--- src/rtl/calc_pkg.sv ---
// calc_pkg: shared definitions for the calculator operand-entry path.
//   - key codes delivered by the keypad scanner
//   - op_t: 2-bit arithmetic operation selector
//   - entry_state_t: operand-entry controller states
//   - default operand digit count and width
package calc_pkg;

  localparam int DEF_DIGITS = 4;
  localparam int DEF_WIDTH  = 14;

  localparam logic [3:0] KEY_ADD = 4'd10;
  localparam logic [3:0] KEY_SUB = 4'd11;
  localparam logic [3:0] KEY_MUL = 4'd12;
  localparam logic [3:0] KEY_DIV = 4'd13;
  localparam logic [3:0] KEY_CLR = 4'd14;
  localparam logic [3:0] KEY_EQ  = 4'd15;

  typedef enum logic [1:0] {
    OP_ADD = 2'd0,
    OP_SUB = 2'd1,
    OP_MUL = 2'd2,
    OP_DIV = 2'd3
  } op_t;

  typedef enum logic [2:0] {
    ST_ENTER_A  = 3'd0,
    ST_OP_WAIT  = 3'd1,
    ST_ENTER_B  = 3'd2,
    ST_REQ      = 3'd3,
    ST_WAIT_RES = 3'd4,
    ST_RESULT   = 3'd5
  } entry_state_t;

endpackage

--- src/rtl/key_sync_edge.sv ---
// key_sync_edge: brings the scanner's asynchronous key-down level into the
// clk domain and turns each press into a single-cycle event.
//   clk, rst  : clock, asynchronous active-high reset
//   place     : key code from the scanner
//   pressed   : debounced key-down level (asynchronous)
//   key_evt   : one-cycle pulse on each rising edge of the synced level
//   key_code  : place, captured on the same edge that raises key_evt
module key_sync_edge (
  input  logic       clk,
  input  logic       rst,
  input  logic [3:0] place,
  input  logic       pressed,
  output logic       key_evt,
  output logic [3:0] key_code
);

  logic sync1;
  logic sync2;
  logic sync_prev;

  always_ff @(posedge clk or posedge rst) begin
    if (rst) begin
      sync1     <= 1'b0;
      sync2     <= 1'b0;
      sync_prev <= 1'b0;
      key_evt   <= 1'b0;
      key_code  <= 4'd0;
    end else begin
      sync1     <= pressed;
      sync2     <= sync1;
      sync_prev <= sync2;
      key_evt   <= sync2 & ~sync_prev;
      // place is stable for as long as the key is held, so sampling it
      // alongside the edge gives the code of the key being pressed.
      key_code  <= place;
    end
  end

endmodule

--- src/rtl/key_entry.sv ---
// key_entry: calculator operand-entry controller.
//   clk, rst          : clock, asynchronous active-high reset
//   place, pressed    : key code and key-down level from the scanner
//   op_a, op_b        : operands presented to the arithmetic unit
//   op_code           : operation (0 add, 1 sub, 2 mul, 3 div)
//   req_valid/ready   : request handshake to the arithmetic unit
//   res_value/valid   : result and its one-cycle strobe
//   disp_value        : value shown on the display
//   disp_digits       : digits entered in the current operand
//   busy              : request outstanding or result pending
//
// state       | meaning
// ENTER_A     | building first operand
// OP_WAIT     | operator chosen, waiting for first digit of B
// ENTER_B     | building second operand
// REQ         | request held until the arithmetic unit accepts it
// WAIT_RES    | waiting for the result strobe
// RESULT      | showing result; it becomes A if an operator follows
module key_entry
  import calc_pkg::*;
#(
  parameter int DIGITS = DEF_DIGITS,
  parameter int WIDTH  = DEF_WIDTH
) (
  input  logic             clk,
  input  logic             rst,
  input  logic [3:0]       place,
  input  logic             pressed,
  output logic [WIDTH-1:0] op_a,
  output logic [WIDTH-1:0] op_b,
  output logic [1:0]       op_code,
  output logic             req_valid,
  input  logic             req_ready,
  input  logic [WIDTH-1:0] res_value,
  input  logic             res_valid,
  output logic [WIDTH-1:0] disp_value,
  output logic [2:0]       disp_digits,
  output logic             busy
);

  entry_state_t     state;
  logic [WIDTH-1:0] a;
  logic [WIDTH-1:0] b;
  logic [2:0]       cnt;
  op_t              op;

  logic             key_evt;
  logic [3:0]       key_code;

  key_sync_edge u_sync (
    .clk      (clk),
    .rst      (rst),
    .place    (place),
    .pressed  (pressed),
    .key_evt  (key_evt),
    .key_code (key_code)
  );

  logic             is_digit;
  logic             is_op;
  logic             fresh;
  logic [WIDTH-1:0] acc_cur;
  logic [WIDTH-1:0] acc_next;
  logic [2:0]       cnt_base;
  logic [2:0]       cnt_next;
  logic             digit_ok;

  assign is_digit = (key_code <= 4'd9);
  assign is_op    = (key_code >= KEY_ADD) && (key_code <= KEY_DIV);

  // A digit arriving in OP_WAIT or RESULT starts a new operand, so the
  // shared x10+d datapath is fed zero and a zero count in those states.
  assign fresh    = (state == ST_OP_WAIT) || (state == ST_RESULT);
  assign acc_cur  = fresh ? '0 : ((state == ST_ENTER_B) ? b : a);
  assign cnt_base = fresh ? 3'd0 : cnt;
  assign acc_next = (acc_cur << 3) + (acc_cur << 1) + {{(WIDTH-4){1'b0}}, key_code};
  // Leading zeros are not counted: the count only moves once the value is nonzero.
  assign cnt_next = (acc_next != '0) ? cnt_base + 3'd1 : cnt_base;
  assign digit_ok = (cnt_base < 3'(DIGITS));

  always_ff @(posedge clk or posedge rst) begin
    if (rst) begin
      state     <= ST_ENTER_A;
      a         <= '0;
      b         <= '0;
      cnt       <= 3'd0;
      op        <= OP_ADD;
      req_valid <= 1'b0;
    end else begin
      case (state)
        ST_REQ: begin
          if (req_valid && req_ready) begin
            req_valid <= 1'b0;
            state     <= ST_WAIT_RES;
          end
        end
        ST_WAIT_RES: begin
          // Clear takes priority: the pending result is abandoned.
          if (key_evt && key_code == KEY_CLR) begin
            a     <= '0;
            b     <= '0;
            cnt   <= 3'd0;
            op    <= OP_ADD;
            state <= ST_ENTER_A;
          end else if (res_valid) begin
            a     <= res_value;
            b     <= '0;
            cnt   <= 3'd0;
            state <= ST_RESULT;
          end
        end
        default: begin
          if (key_evt) begin
            if (key_code == KEY_CLR) begin
              a     <= '0;
              b     <= '0;
              cnt   <= 3'd0;
              op    <= OP_ADD;
              state <= ST_ENTER_A;
            end else if (is_digit) begin
              if (digit_ok) begin
                if (state == ST_ENTER_B || state == ST_OP_WAIT) begin
                  b <= acc_next;
                end else begin
                  a <= acc_next;
                end
                cnt <= cnt_next;
                if (state == ST_OP_WAIT) begin
                  state <= ST_ENTER_B;
                end else if (state == ST_RESULT) begin
                  state <= ST_ENTER_A;
                end
              end
            end else if (is_op) begin
              if (state != ST_ENTER_B) begin
                op    <= op_t'(2'(key_code - KEY_ADD));
                state <= ST_OP_WAIT;
              end
            end else if (key_code == KEY_EQ) begin
              if (state == ST_ENTER_B) begin
                req_valid <= 1'b1;
                state     <= ST_REQ;
              end
            end
          end
        end
      endcase
    end
  end

  assign op_a        = a;
  assign op_b        = b;
  assign op_code     = op;
  assign disp_digits = cnt;
  assign busy        = (state == ST_REQ) || (state == ST_WAIT_RES);
  assign disp_value  = (state == ST_ENTER_B || state == ST_REQ || state == ST_WAIT_RES) ? b : a;

endmodule

--- config.mk ---
export PLATFORM = sky130hd
export DESIGN_NAME = key_entry
export DESIGN_NICKNAME = d
export VERILOG_FILES = /design/src/rtl/calc_pkg.sv /design/src/rtl/key_sync_edge.sv /design/src/rtl/key_entry.sv
export SDC_FILE = /design/constraint.sdc
export NUM_CORES = 1
export LEC_CHECK = 0
export BUFFER_PORTS_ARGS = -buffer_cell sky130_fd_sc_hd__buf_2
export CORE_ASPECT_RATIO = 1.2
export CORE_UTILIZATION = 59
export DETAILED_ROUTE_END_ITERATION = 10
export PLACE_DENSITY = 0.89
export REMOVE_ABC_BUFFERS = 1
export SLEW_MARGIN = 30
export SYNTH_ARGS = -nofsm -noshare
export SYNTH_HDL_FRONTEND = slang
export SYNTH_SLANG_ARGS = --single-unit
export TNS_END_PERCENT = 20
--- constraint.sdc ---
create_clock -name clk -period 11.35 [get_ports clk]
set_clock_uncertainty 0.15 [all_clocks]
set_input_delay 1.135 -clock clk [delete_from_list [all_inputs] [get_ports clk]]
set_output_delay 1.135 -clock clk [all_outputs]
set_load 0.02 [all_outputs]
==> run metrics, run 1 <==
post-synthesis mux area share=9.241%; Synth Area in Compound Gates=21.05%; total CTS buffers=5; Yosys top cell by area=dfrtp_1; number of global-route vias before repair=2905; RSZ-0062 raised after global routing=false; prevailing post-synth register cell=dfrtp_1; post-synthesis adder-cell area fraction=9.433%; multi-input combinational cell area=1999 um2; max cap viols=0; pre-CTS setup slack=6.888 ns; Crit path arrival time=4.62 ns; Worst Path Required=11.40 ns; cell with the most instances after synthesis=nand2_1; Yosys cell types=62; # IOs=72; most common library cells after synthesis=nand2_1, dfrtp_1, a21oi_1, nor2_1, mux2_2; initial antenna violation count=0; status=finished, final reports clean; XOR/XNOR Fraction of Synth Area=3.374%; largest net degree at the start of global routing=46; DRC=0; Slew Limit Fails=0; Syn Area/Cell=8.891 um2; family with the most delay on the worst path=simple AND/OR/NAND/NOR gates; max_slew headroom=38.96%; Routed Antenna Nets=0; Layout fillers=426; R2R setup slack=6.78 ns; asr flop ratio synth=100.0%; beginning of the worst register-to-register path=state[2]; Critical path origin=state[2]; Fin Hold WS=0.2131 ns; Sink Count=45; Worst Path Buf+Inv=0; Setup Total Neg Slack=0 ns; Die W=69.89 um; Slew @ Worst Pin=0.9156 ns; Synth Area in Simple Gates=18.17%; share of post-route cells with drive strength above 1=28.57%; synthesized instance count=367; NumNets Final=480; critical path startpoint category=flip-flop; slack of the critical path=6.776 ns; Core Area=5298 um2; endpoints failing hold=0; clock buffer depth=2; drt via density=6.220; final WL=8183 um; CP max-delay cell=dfrtp_1; Max stage delay on crit path=0.51 ns; routability cong.=0.9205; Hold Crit Class=flip-flop to flip-flop; Crit. End Element=flip-flop; Tcrit/Tclk final=40.30%; Area contributors post-synth=dfrtp_1, ha_1, mux2_2; total gr overflow=0; CTS tree=done; synthesized area=3263 um2; Rows=29; critical-path cell list=nor2b_1, nand2b_1, nand2_1, a21oi_1, xnor2_1, ha_1, a21o_1, ha_1, nor2b_1, o21a_1, or3_1, a211oi_1, nand4_1, o41ai_2, o21ai_0, a31o_1; Hold Path Origin=u_sync.sync1; number of synthesized register bits=45; HPWL after detailed placement=6044 um; Final Setup Violations=0; Iteration-0 DRC Markers=149; GRT Total Usage=28.90%; Clock Tree Root=clkbuf_8; synth warn=0; Gates resized, CTS repair=0; die area=5833 um2; Tmin final=4.574 ns; worst-path fanout max=11; via count=3085; Setup Fix Bufs, Post-CTS=0; Hold Buf Count CTS=0; drt wl/cell=16.50 um; largest family of logic cells by synthesized area=compound AO/OA/AOI/OAI gates; Skew-Pair Late Insertion Delay=0.31 ns; H-tree levels=2; Yosys top cell area share=34.51%; Post-synth EDFFs=0; critical path type=flip-flop to flip-flop; clock-pin slew on the worst setup and hold paths=0.08 ns; n_diodes=0; count of input and output buffers=71; Reg area=1126 um2; Die Y=83.47 um; Initial Util=61.60%; first-pass GRT wire length=13490 um; Layout area overhead=15.91%; register area share after synthesis=34.51%; fmax=218.7 MHz; DRT Pass-1 Iters=5
-- final timing paths --
| kind | endpoint | cells after the start |
|---|---|---|
| max in group asynchronous | op_code[0] | 3 |
| worst min-delay path | u_sync.sync2 | 0 |
| worst min register to register | u_sync.sync2 | 0 |
| worst max-delay path | disp_digits[2] | 16 |
| worst max register to register | disp_digits[2] | 16 |
| min in group asynchronous | op_a[8] | 3 |
-- per-stage QoR --
| stage | cells | util [%] | cell area (um2) |
|---|---|---|---|
| 2_1_floorplan | 349 | - | 3171 |
| 6_report | 496 | 71.40 | 3782 |
| 5_1_grt | 496 | 71.40 | 3782 |
| 3_5_place_dp | 488 | 68.87 | 3649 |
| 4_1_cts | 496 | 71.40 | 3782 |
| 3_3_place_gp | 488 | 68.87 | 3649 |
-- area by class of cell --
type / instances / share of cell area, %
flip-flops and latches: 45 / 29.77
multi-input cells: 292 / 52.86
inverters: 12 / 1.191
well taps: 62 / 2.051
repair buffers: 77 / 10.59
clock inverters: 3 / 1.720
clock buffers: 5 / 1.819
-- kinds of logic (layout without fill, tap and decap cells) --
| kind of cell | Yosys count | after routing |
|---|---|---|
| xor gates and xnor gates | 11 | 11 |
| DFF | 45 | 45 |
| and+or+nand+nor | 126 | 126 |
| muxes | 27 | 27 |
| AOI/OAI and AO/OA | 104 | 104 |
| buffers and inverters | 30 | 97 |
| adders and majority gates | 24 | 24 |
-- state kept, by name, summed over array words and instances (netlist names) --
name and count:
state 3, u_sync.key_evt 1, op_code 2, disp_digits 3, u_sync.sync_prev 1, u_sync.sync2 1, u_sync.sync1 1, op_a 14
u_sync.key_code 4, req_valid 1, op_b 14
-- worst register-to-register path: cells and delay by family, from the launching register on --
family	cells	cell delay (ns)
XOR/XNOR	1	0.19
adder cells (fa/ha/maj)	2	0.53
AND/OR/NAND/NOR	6	1.64
flip-flops	1	0.51
AO/OA/AOI/OAI	7	1.49
-- placed cells by master, fill, tap and decap left out, types with 3 or more instances in the layout --
cell type and instances:
xor2_1 4, a21oi_1 43, nor2b_1 5, nand2_1 52, dfrtp_1 45, o211ai_1 4
nor2_1 34, xnor2_1 6, clkbuf_8 5, nor3_1 5, ha_1 23, buf_4 6
or3_1 4, nand3_1 7, and3_1 3, buf_2 71, inv_1 11, a21o_1 7
mux2_2 25, a31oi_1 7, o21ai_0 15
-- layer usage --
layer / wire length [um] / part of all wire (%) / GRT usage [%]
met1: 3285 / 40 / 35.78
met2: 4053 / 50 / 48.16
met3: 590 / 7.2 / 6.039
met4: 254 / 3.1 / 13.09
met5: 0 / 0 / 0
Power of run 1 is left out: the tool's default activity adds up to more than one toggle a clock period on the data nets, which glitch-free logic cannot reach.
==> run 2, diff against run 1 <==
--- a/config.mk
+++ b/config.mk
@@ -7,9 +7,9 @@
 export LEC_CHECK = 0
 export BUFFER_PORTS_ARGS = -buffer_cell sky130_fd_sc_hd__buf_2
 export CORE_ASPECT_RATIO = 1.2
-export CORE_UTILIZATION = 59
+export CORE_UTILIZATION = 50
 export DETAILED_ROUTE_END_ITERATION = 10
-export PLACE_DENSITY = 0.89
+export PLACE_DENSITY = 0.8
 export REMOVE_ABC_BUFFERS = 1
 export SLEW_MARGIN = 30
 export SYNTH_ARGS = -nofsm -noshare
==> constraint.sdc (replaced) <==
create_clock -name clk -period 3.8 [get_ports clk]
set_clock_uncertainty 0.15 [all_clocks]
set_input_delay 0.38 -clock clk [delete_from_list [all_inputs] [get_ports clk]]
set_output_delay 0.38 -clock clk [all_outputs]
set_load 0.02 [all_outputs]
==> run 2 against run 1 <==
The run now ends with setup timing left. Maximum frequency increased by 14%. Cell area increased by 14%. Worst hold slack got worse by 0.18 ns. Sequential share of layout area decreased by 3.6 points. Cell count increased by 15%. Via count increased by 8.6%. Utilization decreased by 1.6 points. Flip-flop and latch count unchanged. First-iteration DRC count increased by 120%. Setup slack got worse by 7.0 ns. Wire length increased by 18%. Die area increased by 18%.
==> run metrics, run 2 (synthesis gave the netlist of run 1 again) <==
Slew Limit Fails=0; Tmin final=4.010 ns; design area=4305 um2; failing checks=setup timing; Routed Antenna Nets=0; Initial Util=52.91%; Post-DP Area=3996 um2; Clock Tree Root=clkbuf_8; critical path type=flip-flop to flip-flop; Die W=75.75 um; GRT Total Usage=28.52%; commonest non-fill, non-tap cell in the layout=buf_2; beginning of the worst register-to-register path=state[1]; R2R depth=16; Rows=31; total CTS buffers=5; H-tree levels=2; WL met3=553 um; FF-to-FF End=disp_digits[0]; HPWL after detailed placement=7028 um; CTS tree=done; share of post-route cells with drive strength above 1=40.95%; routability cong.=0.9321; Crit path arrival time=4.04 ns; Post-Route M1 WL=4001 um; drt wl/cell=17.05 um; Die Y=90.50 um; max_slew headroom=51.90%; Tcrit/Tclk final=105.5%; Sink Count=45; drt via density=5.898; hold path cells=1; NumNets Final=532; count of input and output buffers=71; Crit. End Element=flip-flop; most frequent cells in the layout=buf_2, buf_4, nand2_1; clock-pin slew on the worst setup and hold paths=0.09 ns; fmax=249.4 MHz; Iteration-0 DRC Markers=323; Hold Crit Class=primary input to flip-flop; die area=6855 um2; top routing layer in use=met4; total gr overflow=0; DRC=0; RSZ-0062 raised after global routing=true; Skew-Pair Late Insertion Delay=0.30 ns; final WL=9682 um; n_diodes=0; Final Setup Violations=3; slack of the critical path=-0.2099 ns; WL met2=4816 um; Slew @ Worst Pin=0.7199 ns; max cap viols=0; Core Area=6167 um2; Worst Path Required=3.83 ns; WHS Endpoint=u_sync.sync1; endpoints failing hold=0; R2R setup slack=-0.21 ns; via count=3350; # IOs=72; number of global-route vias before repair=3119; first-pass GRT wire length=15040 um; DRT Pass-1 Iters=6; initial antenna violation count=0; clock buffer depth=2; critical path startpoint category=flip-flop; largest net degree at the start of global routing=46; worst-path fanout max=4; Layout area overhead=31.94%; Hold Path Origin=pressed; status=complete, but fails checks
## run 2: final cells by class
cell class | count | area, um2
multi-input cells | 292 | 2143
fillers | 447 | 1862
flip-flops and latches | 45 | 1129
repair buffers | 129 | 798.3
well taps | 82 | 102.6
clock buffers | 6 | 72.57
inverters | 12 | 45.04
clock inverters | 2 | 15.01
## run 2: worst max path at each step
stage	startpoint	to	slack, ns	depth (start not counted)
floorplan	state[0]	disp_digits[2]	-0.11	15
global placement	state[1]	disp_digits[2]	-0.02	17
detailed placement	state[2]	disp_digits[2]	-0.19	17
CTS	state[2]	disp_digits[0]	-0.05	18
global route	state[1]	disp_digits[2]	-0.40	14
finish	state[1]	disp_digits[0]	-0.21	16
## run 2: repair_timing
| item | CTS | global route |
|---|---|---|
| cloned | 1 | 0 |
| hold buffers | 0 | 0 |
| setup endpoints to repair | 3 | 4 |
| setup buffers | 4 | 5 |
| pin swaps | 7 | 18 |
| resized for setup | 20 | 15 |
## run 2: stage by stage
step,hold WS [ns],TNS [ns],instances,setup WS (ns),util (%)
6_report,0.02820,-0.5714,568,-0.2099,69.81
5_1_grt,0.01629,-1.236,568,-0.4000,69.81
4_1_cts,0.02249,-0.08781,563,-0.04793,68.01
3_5_place_dp,0.1880,-0.3884,550,-0.1906,64.80
3_3_place_gp,0.1974,-0.01779,550,-0.01779,64.68
2_1_floorplan,0.1812,-0.2044,349,-0.1137,-
## run 2: critical path, cell delays in order, from the launching register on
cell and delay (ns):
dfrtp_1 0.45, nor3b_4 0.33, buf_6 0.16, buf_4 0.11, nand2_1 0.07, a21oi_2 0.22, ha_1 0.27, ha_1 0.29
or2_2 0.31, o31a_1 0.15, o211a_1 0.17, a311oi_2 0.30, o211ai_1 0.26, nor4_4 0.27, buf_4 0.17, xnor2_1 0.11
o211ai_1 0.10
## run 2: routing by layer
metal	GRT usage, %	vias to the layer above
met5	0	-
met4	9.259	0
met3	2.232	32
met2	47.86	166
met1	37.85	1604
li1	-	1548
Power of run 2 is left out for the same reason.
